==> config.mk <==
export PLATFORM = sky130hd
export DESIGN_NAME = pre_proc_hpf_ctrl
export DESIGN_NICKNAME = d
export VERILOG_FILES = /design/src/rtl/pre_proc_pkg.sv /design/src/rtl/pre_proc_hpf_ctrl_sample_counter.sv /design/src/rtl/pre_proc_hpf_ctrl.sv
export SDC_FILE = /design/constraint.sdc
export NUM_CORES = 1
export LEC_CHECK = 0
export ABC_AREA = 0
export ABC_CLOCK_PERIOD_IN_PS = 2140
export BUFFER_PORTS_ARGS = -buffer_cell sky130_fd_sc_hd__buf_2
export CAP_MARGIN = 20
export CORE_ASPECT_RATIO = 0.8
export CORE_MARGIN = 2
export CORE_UTILIZATION = 29
export CTS_BUF_LIST = sky130_fd_sc_hd__clkbuf_8
export CTS_CLUSTER_DIAMETER = 80
export CTS_CLUSTER_SIZE = 24
export DETAILED_ROUTE_END_ITERATION = 16
export GPL_TIMING_DRIVEN = 0
export PLACE_DENSITY = 0.51
export SKIP_LAST_GASP = 1
export SYNTH_ARGS = -nofsm -noshare
export SYNTH_HDL_FRONTEND = slang
export SYNTH_SLANG_ARGS = --single-unit
==> constraint.sdc <==
create_clock -name mclk -period 2.14 [get_ports mclk]
set_input_delay 0.535 -clock mclk [delete_from_list [all_inputs] [get_ports mclk]]
set_output_delay 0.535 -clock mclk [all_outputs]
set_load 0.02 [all_outputs]
==> src/rtl/pre_proc_pkg.sv <==
// +----------------------------------------------------------------------------+
// | pre_proc_pkg : shared types and constants for the G.729 pre-process HPF     |
// | Rev 1.0 - initial release                                                   |
// +----------------------------------------------------------------------------+
`default_nettype none

package pre_proc_pkg;

  localparam int FRAME_LEN = 80;
  localparam int ADDR_W    = 7;

  typedef enum logic [3:0] {
    ST_IDLE  = 4'd0,
    ST_CLR   = 4'd1,
    ST_READ  = 4'd2,
    ST_LATCH = 4'd3,
    ST_MAC0  = 4'd4,
    ST_MAC1  = 4'd5,
    ST_MAC2  = 4'd6,
    ST_MAC3  = 4'd7,
    ST_MAC4  = 4'd8,
    ST_UPD   = 4'd9,
    ST_WR    = 4'd10,
    ST_DONE  = 4'd11
  } state_t;

  localparam logic [2:0] OP_B0 = 3'd0;
  localparam logic [2:0] OP_B1 = 3'd1;
  localparam logic [2:0] OP_B2 = 3'd2;
  localparam logic [2:0] OP_A1 = 3'd3;
  localparam logic [2:0] OP_A2 = 3'd4;

endpackage

`default_nettype wire

==> src/rtl/pre_proc_hpf_ctrl_sample_counter.sv <==
// +----------------------------------------------------------------------------+
// | sample_counter : frame sample index with clear, increment and terminal flag |
// | Rev 1.0 - initial release                                                   |
// +----------------------------------------------------------------------------+
`default_nettype none

module sample_counter #(
  parameter int FRAME_LEN = 80,
  parameter int ADDR_W    = 7
) (
  input  logic              mclk,
  input  logic              reset,
  input  logic              i_clr,
  input  logic              i_inc,
  output logic [ADDR_W-1:0] o_cnt,
  output logic              o_tc
);

  localparam logic [ADDR_W-1:0] c_LAST = ADDR_W'(FRAME_LEN - 1);

  logic [ADDR_W-1:0] r_cnt;

  always_ff @(posedge mclk or posedge reset) begin
    if (reset) begin
      r_cnt <= '0;
    end else if (i_clr) begin
      r_cnt <= '0;
    end else if (i_inc) begin
      r_cnt <= r_cnt + 1'b1;
    end
  end

  assign o_cnt = r_cnt;
  assign o_tc  = (r_cnt == c_LAST);

endmodule

`default_nettype wire

==> src/rtl/pre_proc_hpf_ctrl.sv <==
// +----------------------------------------------------------------------------+
// | pre_proc_hpf_ctrl : sequences one frame through the shared MAC datapath     |
// | Rev 1.0 - initial release                                                   |
// +----------------------------------------------------------------------------+
`default_nettype none

module pre_proc_hpf_ctrl #(
  parameter int FRAME_LEN = pre_proc_pkg::FRAME_LEN,
  parameter int ADDR_W    = pre_proc_pkg::ADDR_W
) (
  input  logic              mclk,
  input  logic              reset,
  input  logic              start,
  input  logic              init,
  output logic              busy,
  output logic              done,
  output logic [ADDR_W-1:0] mem_addr,
  output logic              mem_rd,
  output logic              mem_wr,
  output logic [2:0]        op_sel,
  output logic              acc_clr,
  output logic              acc_en,
  output logic              ld_x0,
  output logic              ld_x1,
  output logic              ld_x2,
  output logic              ld_y1,
  output logic              ld_y2,
  output logic              clr_state
);

  import pre_proc_pkg::*;

  state_t r_state;
  state_t w_next;
  logic   w_cnt_clr;
  logic   w_cnt_inc;
  logic   w_cnt_tc;

  sample_counter #(
    .FRAME_LEN (FRAME_LEN),
    .ADDR_W    (ADDR_W)
  ) u_cnt (
    .mclk  (mclk),
    .reset (reset),
    .i_clr (w_cnt_clr),
    .i_inc (w_cnt_inc),
    .o_cnt (mem_addr),
    .o_tc  (w_cnt_tc)
  );

  always_ff @(posedge mclk or posedge reset) begin
    if (reset) begin
      r_state <= ST_IDLE;
    end else begin
      r_state <= w_next;
    end
  end

  always_comb begin
    w_next    = r_state;
    w_cnt_clr = 1'b0;
    w_cnt_inc = 1'b0;
    done      = 1'b0;
    mem_rd    = 1'b0;
    mem_wr    = 1'b0;
    op_sel    = OP_B0;
    acc_clr   = 1'b0;
    acc_en    = 1'b0;
    ld_x0     = 1'b0;
    ld_x1     = 1'b0;
    ld_x2     = 1'b0;
    ld_y1     = 1'b0;
    ld_y2     = 1'b0;
    clr_state = 1'b0;

    case (r_state)
      ST_IDLE: begin
        // init wins over a simultaneous start; the start is dropped
        if (init) begin
          w_next = ST_CLR;
        end else if (start) begin
          w_next    = ST_READ;
          w_cnt_clr = 1'b1;
        end
      end
      ST_CLR: begin
        clr_state = 1'b1;
        w_next    = ST_DONE;
      end
      ST_READ: begin
        mem_rd = 1'b1;
        w_next = ST_LATCH;
      end
      ST_LATCH: begin
        ld_x0  = 1'b1;
        w_next = ST_MAC0;
      end
      ST_MAC0: begin
        op_sel  = OP_B0;
        acc_clr = 1'b1;
        w_next  = ST_MAC1;
      end
      ST_MAC1: begin
        op_sel = OP_B1;
        acc_en = 1'b1;
        w_next = ST_MAC2;
      end
      ST_MAC2: begin
        op_sel = OP_B2;
        acc_en = 1'b1;
        w_next = ST_MAC3;
      end
      ST_MAC3: begin
        op_sel = OP_A1;
        acc_en = 1'b1;
        w_next = ST_MAC4;
      end
      ST_MAC4: begin
        op_sel = OP_A2;
        acc_en = 1'b1;
        w_next = ST_UPD;
      end
      ST_UPD: begin
        // delay-line shift: each register takes its neighbour's pre-edge value
        ld_x1  = 1'b1;
        ld_x2  = 1'b1;
        ld_y1  = 1'b1;
        ld_y2  = 1'b1;
        w_next = ST_WR;
      end
      ST_WR: begin
        mem_wr = 1'b1;
        if (w_cnt_tc) begin
          w_next = ST_DONE;
        end else begin
          w_cnt_inc = 1'b1;
          w_next    = ST_READ;
        end
      end
      ST_DONE: begin
        done      = 1'b1;
        w_cnt_clr = 1'b1;
        w_next    = ST_IDLE;
      end
      default: begin
        w_next = ST_IDLE;
      end
    endcase
  end

  assign busy = (r_state != ST_IDLE);

endmodule

`default_nettype wire

==> impl_metrics.toml, run 1 <==
[power]
vdd_drop_max_mv = 0.488
power_frac_comb_pct = 59.8
p_clk_share_pct = 15.9
p_total_mw = 1.28
p_switching_mw = 0.581
p_int_mw = 0.696
p_seq_share_pct = 24.3
p_sw_share_pct = 45.5
leakagePower_nw = 0.503
power_density_nw_per_um2 = 1260

[die]
rows = 16
initial_core_util_pct = 31.3
die_x_um = 62.1
fp.dieArea_um2 = 3130
core_area_um2 = 2500
io_pins = 26
die_h_um = 50.4

[setup_path]
critPathMaxFanout = 10
startpoint_type = "flip-flop"
critical_path_arrival_ns = 1.47
end_kind = "output pin"
worstSetupPathType = "flip-flop to output pin"
crit_required_ns = 1.60

[sta]
max_freq_mhz = 498
setup_ws_ns = 0.132
post-route-period-util_pct = 93.9
setup_viol = 0
final_max_slew_viol_count = 0
relSlewSlack_pct = 70.1
finalClockSkew_ns = 0.000527
final.setup.tns_ns = 0
period_needed_ns = 2.01
tightest_slew_ns = 0.448
rsz0062_at_grt = "false"
hold_violations = 0

[clock_network]
cts-resized-gates = 3
post_cts_buffers = 0
numClockSinks = 11
h-tree-depth = 1
clk_path_buf_depth = 2
cts_tree = "done"
clk_latency_ns = 0.24
numCtsBuffers = 3
root_buffer = "clkbuf_8"
path_clk_slew_ns = 0.05
cts_hold_buf = 0

[routing]
first_iter_violations = 6
postRouteAntennaNets = 0
route.met3.wl_um = 94
drtPass1Iterations = 4
via_count = 669
drt-met1-wl_um = 805
wl_per_cell_um = 10.9
highest_layer = "met3"
met2WireLength_um = 703
drt_wl_total_um = 1600
drc = 0
avgViaCountPerCell = 4.55

[synth]
synth_ff_type = "dfrtp_1"
synth_seq_cells = 11
synth_edf_count = 0
syn_nets = 87
synthArstFlopShare_pct = 100
synth_area_um2 = 782
syn_inst = 82
synth_cell_type_count = 34
synth_seq_area_share_pct = 35.2
syn_area_per_cell_um2 = 9.54
ys.warnings.count = 0

[cells_and_area]
layout.nets = 117
fin_area_um2 = 1020
drive_above_1_share_pct = 40.5
n_antenna_cell = 0
area_growth_pct = 29.9

[place]
dpl_cell_area_um2 = 957
port_buffers = 25
hpwlAfterDp_um = 1220
place_ws_ns = 0.0584
gp_congestion = 0.728

[global_routing]
grt_pass1_wl_um = 2640
grt_pass1_vias = 571
antenna_found_initial = 0
grt.total_usage_pct = 11.6
grt_max_degree = 12
grt_overflow = 0

[outcome]
outcome = "finished, final reports clean"

[hold_path]
holdCritPathClass = "input port to asynchronous set/reset pin"

[flow_run]
drv_cap = 0
[critical path: stages, from the launching register on]
cell,delay (ns)
dfrtp_1,0.41
clkbuf_4,0.23
nand2_2,0.13
nor3_4,0.18
buf_4,0.13
buf_2,0.15
[state kept, by name (all words and copies together), names as in the netlist]
name / count
r_state: 4
u_cnt.o_cnt: 7
[cell type report]
class	instances	area, µm²
sequential	11	275
fill	268	1490
clock inverter	1	3.75
tap	36	45.0
timing repair buffer	25	125
inverter	3	11.3
clock buffer	3	41.3
buffer	8	58.8
multi-input combinational	60	455
[cell usage after synthesis (2+ instances only)]
library cell | number | area share [%]
nor2_1 | 13 | 6.2
nand2_1 | 7 | 3.4
a21o_1 | 2 | 1.9
dfrtp_1 | 11 | 35
clkbuf_1 | 2 | 0.96
inv_1 | 3 | 1.4
nor3b_1 | 3 | 2.9
buf_4 | 4 | 3.8
xnor2_1 | 5 | 5.6
nand2b_1 | 3 | 2.4
nor3_1 | 4 | 2.6
a21oi_1 | 3 | 1.9
[worst paths after layout]
kind / cells past startpoint / slack (ns) / startpoint / endpoint
max: 5 / 0.13 / r_state[3] / ld_x2
min: 2 / 0.29 / reset / u_cnt.o_cnt[0]
max reg2reg: 6 / 0.47 / u_cnt.o_cnt[0] / u_cnt.o_cnt[1]
min reg2reg: 2 / 0.57 / u_cnt.o_cnt[1] / u_cnt.o_cnt[1]
max in group asynchronous: 2 / 1.54 / reset / u_cnt.o_cnt[1]
min in group mclk: 2 / 0.57 / u_cnt.o_cnt[1] / u_cnt.o_cnt[1]
[cell families after synthesis]
kind of cell | share of synthesized area [%]
multiplexers | 1.28
XOR/XNOR | 6.72
adder cells (fa/ha/maj) | 1.60
AO/OA/AOI/OAI | 18.1
AND/OR/NAND/NOR | 28.8
buffers and inverters | 8.32
flip-flops | 35.2
[power groups by stage]
stage	sequential (mW)	combinational [mW]	clock [mW]
floorplan	0.325	0.565	0
global placement	0.314	0.752	0
finish	0.311	0.763	0.204
global route	0.320	0.841	0.230
CTS	0.310	0.765	0.211
detailed placement	0.314	0.746	0
[cell usage in the layout, fill, tap and decap left out, types with 2 or more instances in the layout]
cell type  netlist  routed
buf_2            1      26
nor2_1          13      13
dfrtp_1         11      11
nand2_1          7       6
xnor2_1          5       5
inv_1            3       4
buf_4            4       4
a21oi_1          3       3
nand2b_1         3       3
nor3b_1          3       3
nor3_1           4       3
clkbuf_8         0       3
a21o_1           2       2
[layer usage]
layer,global-route usage [%],vias to the layer above
li1,-,336
met1,16.6,319
met2,16.0,14
met3,5.41,0
met4,2.13,0
met5,0,-
[stage by stage]
step           hold slack (ns)  cells  utilization (%)
2_1_floorplan            0.387     82                -
3_3_place_gp             0.546    143             38.3
3_5_place_dp             0.561    143             38.3
4_1_cts                  0.302    147             40.5
5_1_grt                  0.333    147             40.6
6_report                 0.291    147             40.6
Power figures use the tool's default switching activity.
==> run 2: changes to the inputs <==
--- a/config.mk
+++ b/config.mk
@@ -5,7 +5,7 @@
 export SDC_FILE = /design/constraint.sdc
 export NUM_CORES = 1
 export LEC_CHECK = 0
-export ABC_AREA = 0
+export ABC_AREA = 1
 export ABC_CLOCK_PERIOD_IN_PS = 2140
 export BUFFER_PORTS_ARGS = -buffer_cell sky130_fd_sc_hd__buf_2
 export CAP_MARGIN = 20
==> run 2 against run 1 <==
  * Wire length up 10%
  * Non-clock buffer count down 5
  * Sequential share of layout area down 0.20 points
  * Count of clock-buffer cells in the layout unchanged
  * Total power up 4.0%
==> impl_metrics.toml, run 2 <==
[routing]
avgViaCountPerCell = 4.15
wl_per_cell_um = 9.64
drt_wl_total_um = 1770
drc = 0
drtPass1Iterations = 4
postRouteAntennaNets = 0
via_count = 759
first_iter_violations = 20

[synth]
synth_top_cell_by_area = "dfrtp_1"
synth_ff_type = "dfrtp_1"
netlist.area_leader.share_pct = 34.2
synth_seq_cells = 11
post-synth-top-count-cell = "nand2_1"
synth_area_leaders = "dfrtp_1, nand2_1, nor2_1"
synth-simple-area-share_pct = 43.9
synth_seq_area_share_pct = 34.2
muxShareOfSynthArea_pct = 1.24
synth_top_family_by_area = "simple AND/OR/NAND/NOR gates"
synth_area_um2 = 806
synthTopCellsByCount = "nand2_1, nor2_1, dfrtp_1"
syn_nets = 121
synthArstFlopShare_pct = 100
synth_compound_area_share_pct = 7.14
ys.warnings.count = 0
synth_edf_count = 0
synth_fa_ha_area_share_pct = 1.55
syn_area_per_cell_um2 = 6.95
syn_inst = 116
synth_cell_type_count = 19
synthXorXnorAreaFrac_pct = 2.17

[setup_path]
crit_path_start = "r_state[0]"
startpoint_type = "flip-flop"
worstPathCellList = "inv_1 > nand2_1 > nor2_1 > o21bai_1 > buf_2"
slowest_delay_ns = 0.39
r2r-start = "u_cnt.o_cnt[0]"
critical_path_arrival_ns = 1.43
end_kind = "output pin"
cpMaxStageDelayCell = "dfrtp_1"
cp_num_buf_inv = 2
crit_required_ns = 1.60
critPathMaxFanout = 5
worstSetupPathType = "flip-flop to output pin"
critPathTopFamily = "flip-flops"

[clock_network]
clk_path_buf_depth = 2
h-tree-depth = 1
numClockSinks = 11
numCtsBuffers = 3
path_clk_slew_ns = 0.05
clk_latency_ns = 0.24
root_buffer = "clkbuf_8"
cts_hold_buf = 0
post_cts_buffers = 0
cts-resized-gates = 0
cts_tree = "done"

[sta]
post-route-period-util_pct = 92.0
tightest_slew_ns = 0.452
period_needed_ns = 1.97
relSlewSlack_pct = 69.8
setup_ws_ns = 0.172
rsz0062_at_grt = "false"
finalClockSkew_ns = 0.00473
final_max_slew_viol_count = 0
final.setup.tns_ns = 0
max_freq_mhz = 508
hold_violations = 0
setup_viol = 0

[cells_and_area]
largest_reg_flops = 7
n_antenna_cell = 0
layout_common_cells = "nand2_1, buf_2, nor2_1"
n_fill_cell = 300
layout.nets = 151
drive_above_1_share_pct = 31.7
final_common_cell = "nand2_1"
area_growth_pct = 27.0

[die]
core_area_um2 = 2700
rows = 17
die_h_um = 51.1
fp.dieArea_um2 = 3220
initial_core_util_pct = 29.8
die_x_um = 62.9
io_pins = 26

[power]
vdd_drop_max_mv = 0.308
p_total_mw = 1.33
power_density_nw_per_um2 = 1300
leakagePower_nw = 0.575

[place]
gp_congestion = 0.744
hpwlAfterDp_um = 1440
port_buffers = 25
place_ws_ns = 0.425

[flow_run]
drv_cap = 0

[hold_path]
holdCritPathClass = "input port to asynchronous set/reset pin"

[global_routing]
grt_pass1_vias = 659
grt_max_degree = 12
grt_overflow = 0
antenna_found_initial = 0
grt.total_usage_pct = 12.1
grt_pass1_wl_um = 3010

[outcome]
outcome = "finished, final reports clean"
-- run 2: cell families after synthesis --
kind of cell	after synthesis
flip-flops	11
AND/OR/NAND/NOR	74
adder cells (fa/ha/maj)	1
XOR/XNOR	2
AO/OA/AOI/OAI	9
multiplexers	1
buffers and inverters	18
-- run 2: layout make-up --
class,count,area [µm²],share of cell area [%]
repair buffers,25,125,12.2
clock inverters,1,3.75,0.367
inverters,15,56.3,5.50
flip-flops and latches,11,275,26.9
multi-input cells,87,452,44.1
plain buffers,3,22.5,2.20
clock buffers,3,41.3,4.03
well taps,38,47.5,4.65
-- run 2: metal layers --
layer | up-vias | track usage (%) | share of wire [%]
li1 | 412 | - | -
met1 | 327 | 16.8 | 53
met2 | 18 | 17.4 | 42
met3 | 2 | 3.74 | 4.0
met4 | 0 | 4.44 | 0.96
met5 | - | 0 | 0
-- run 2: report_power, final --
part | switching [mW] | leakage [nW] | internal [mW]
Sequential | 0.0890 | 0.145 | 0.279
Clock | 0.0786 | 0.0269 | 0.126
Combinational | 0.502 | 0.404 | 0.254
-- run 2: stage by stage --
stage	cells	instance area [µm²]	hold slack, ns	util (%)
after global placement	179	978	0.535	36.2
after CTS	183	1020	0.310	37.9
after global routing	183	1020	0.336	37.9
final	183	1020	0.292	37.9
after detailed placement	179	978	0.545	36.2
after floorplan	116	806	0.387	-
-- run 2: worst paths after layout --
check                                 end  slack (ns)  depth (start not counted)
hold reg to reg            u_cnt.o_cnt[6]        0.55                          2
setup / recovery                   acc_en        0.17                          5
hold / removal                 r_state[0]        0.29                          2
setup reg to reg           u_cnt.o_cnt[6]        0.60                          8
min in group mclk          u_cnt.o_cnt[6]        0.55                          2
max in group asynchronous  u_cnt.o_cnt[5]        1.53                          2
-- run 2: worst register-to-register path: stages, from the launching register on --
cell     delay, ns
dfrtp_1       0.45
ha_1          0.21
nand2_1       0.09
inv_2         0.07
nand2_1       0.12
o21ai_0       0.23
nand2_2       0.12
nand2_1       0.10
nand2_1       0.05
==> run 3: changes to the inputs <==
--- a/config.mk
+++ b/config.mk
@@ -10,7 +10,6 @@
 export BUFFER_PORTS_ARGS = -buffer_cell sky130_fd_sc_hd__buf_2
 export CAP_MARGIN = 20
 export CORE_ASPECT_RATIO = 0.8
-export CORE_MARGIN = 2
 export CORE_UTILIZATION = 29
 export CTS_BUF_LIST = sky130_fd_sc_hd__clkbuf_8
 export CTS_CLUSTER_DIAMETER = 80
==> run 3 against run 2 <==
  * Cell count fell by 1.1%
  * Count of clock-buffer cells in the layout unchanged
  * Die area is 7.0% lower
  * Design area decreased by 0.24%
  * Combinational power about the same
  * Total power increased by 0.12%
  * Core utilization rose by 2.3 points
  * Wire length is 2.4% higher
  * Worst hold slack improved by 0.010 ns
  * Sequential share of layout area grew 0.066 points
  * Critical path depth is the same
  * Sequential cell count did not move
  * Critical endpoint unchanged
  * Highest routed layer is now met3
==> impl_metrics.toml, run 3 (synthesis results as in run 2) <==
[outcome]
outcome = "finished, final reports clean"

[sta]
tightest_slew_ns = 0.473
setup_viol = 0
max_freq_mhz = 510
relSlewSlack_pct = 68.5
rsz0062_at_grt = "false"
final_max_slew_viol_count = 0
post-route-period-util_pct = 91.7
period_needed_ns = 1.96
finalClockSkew_ns = 0.000506
hold_violations = 0
final.setup.tns_ns = 0

[setup_path]
rrSetupSlack_ns = 0.61
critPathMaxFanout = 5
end_kind = "output pin"
crit_required_ns = 1.60
critPathTopFamily = "flip-flops"
worstPathCellList = "inv_1 > nand2_1 > nor2_1 > o21bai_1 > buf_2"
critical_path_arrival_ns = 1.43
cpMaxStageDelayCell = "dfrtp_1"
slowest_delay_ns = 0.39
cp_num_buf_inv = 2
startpoint_type = "flip-flop"
worstSetupPathType = "flip-flop to output pin"

[routing]
drc = 0
postRouteAntennaNets = 0
avgViaCountPerCell = 4.24
drt_wl_total_um = 1810
via_count = 768
drtPass1Iterations = 4
drt-met1-wl_um = 984
met2WireLength_um = 718
first_iter_violations = 20
wl_per_cell_um = 9.99
highest_layer = "met3"
route.met3.wl_um = 105

[power]
p_total_mw = 1.33
leakagePower_nw = 0.575
power_density_nw_per_um2 = 1300
vdd_drop_max_mv = 0.420

[clock_network]
clk_path_buf_depth = 2
cts_tree = "done"
root_buffer = "clkbuf_8"
h-tree-depth = 1
numCtsBuffers = 3
numClockSinks = 11
post_cts_buffers = 0
cts-resized-gates = 0
clk_latency_ns = 0.24
path_clk_slew_ns = 0.05
cts_hold_buf = 0

[die]
initial_core_util_pct = 31.7
die_x_um = 60.9
core_area_um2 = 2540
io_pins = 26
rows = 16
fp.dieArea_um2 = 2990
die_h_um = 49.1

[flow_run]
drv_cap = 0

[place]
gp_congestion = 0.777
port_buffers = 25
place_inst = 177
hpwlAfterDp_um = 1450

[cells_and_area]
drive_above_1_share_pct = 31.7
layout.nets = 151
largest_reg_flops = 7
fin_cells = 181
layout_common_cells = "nand2_1, buf_2, nor2_1"
n_antenna_cell = 0
final_common_cell = "nand2_1"
area_growth_pct = 26.7

[global_routing]
grt.total_usage_pct = 13.8
grt_pass1_wl_um = 2920
grt_pass1_vias = 606
grt_overflow = 0
antenna_found_initial = 0
grt_max_degree = 12

[hold_path]
holdCritPathClass = "input port to asynchronous set/reset pin"
run 3: where the power goes:
group          internal [mW]  switching, mW
sequential             0.279         0.0915
combinational          0.253          0.503
clock                  0.126         0.0776
run 3: area by class of cell:
cell class | instances | area [µm²]
inverter | 15 | 56.3
timing repair buffer | 25 | 125
tap | 36 | 45.0
multi-input combinational | 87 | 452
buffer | 3 | 22.5
clock buffer | 3 | 41.3
clock inverter | 1 | 3.75
sequential | 11 | 275
fill | 277 | 1520
run 3: metal layers:
| layer | GRT usage (%) | vias up |
|---|---|---|
| met4 | 4.55 | 0 |
| met2 | 16.7 | 20 |
| met3 | 5.04 | 0 |
| met5 | 0 | - |
| li1 | - | 419 |
| met1 | 21.8 | 329 |
run 3: final timing paths:
kind,from,end,cells past startpoint
setup / recovery,r_state[0],acc_en,5
hold / removal,reset,r_state[3],2
setup reg to reg,u_cnt.o_cnt[0],u_cnt.o_cnt[6],8
hold reg to reg,u_cnt.o_cnt[1],u_cnt.o_cnt[1],2
max in group asynchronous,reset,u_cnt.o_cnt[0],2
min in group mclk,u_cnt.o_cnt[1],u_cnt.o_cnt[1],2
run 3: per-stage QoR:
stage / hold slack [ns] / setup WS, ns / utilization, % / area [µm²]
CTS: 0.313 / 0.172 / 40.2 / 1020
global placement: 0.539 / 0.436 / 38.4 / 976
finish: 0.303 / 0.178 / 40.2 / 1020
global route: 0.347 / 0.0358 / 40.2 / 1020
floorplan: 0.387 / 0.334 / - / 806
detailed placement: 0.548 / 0.439 / 38.4 / 976
run 3: worst reg2reg max path, stage by stage (launching register included):
cell and delay (ns):
dfrtp_1 0.46, ha_1 0.21, nand2_1 0.09, inv_2 0.07, nand2_1 0.11, o21ai_0 0.23
nand2_2 0.12, nand2_1 0.09, nand2_1 0.05
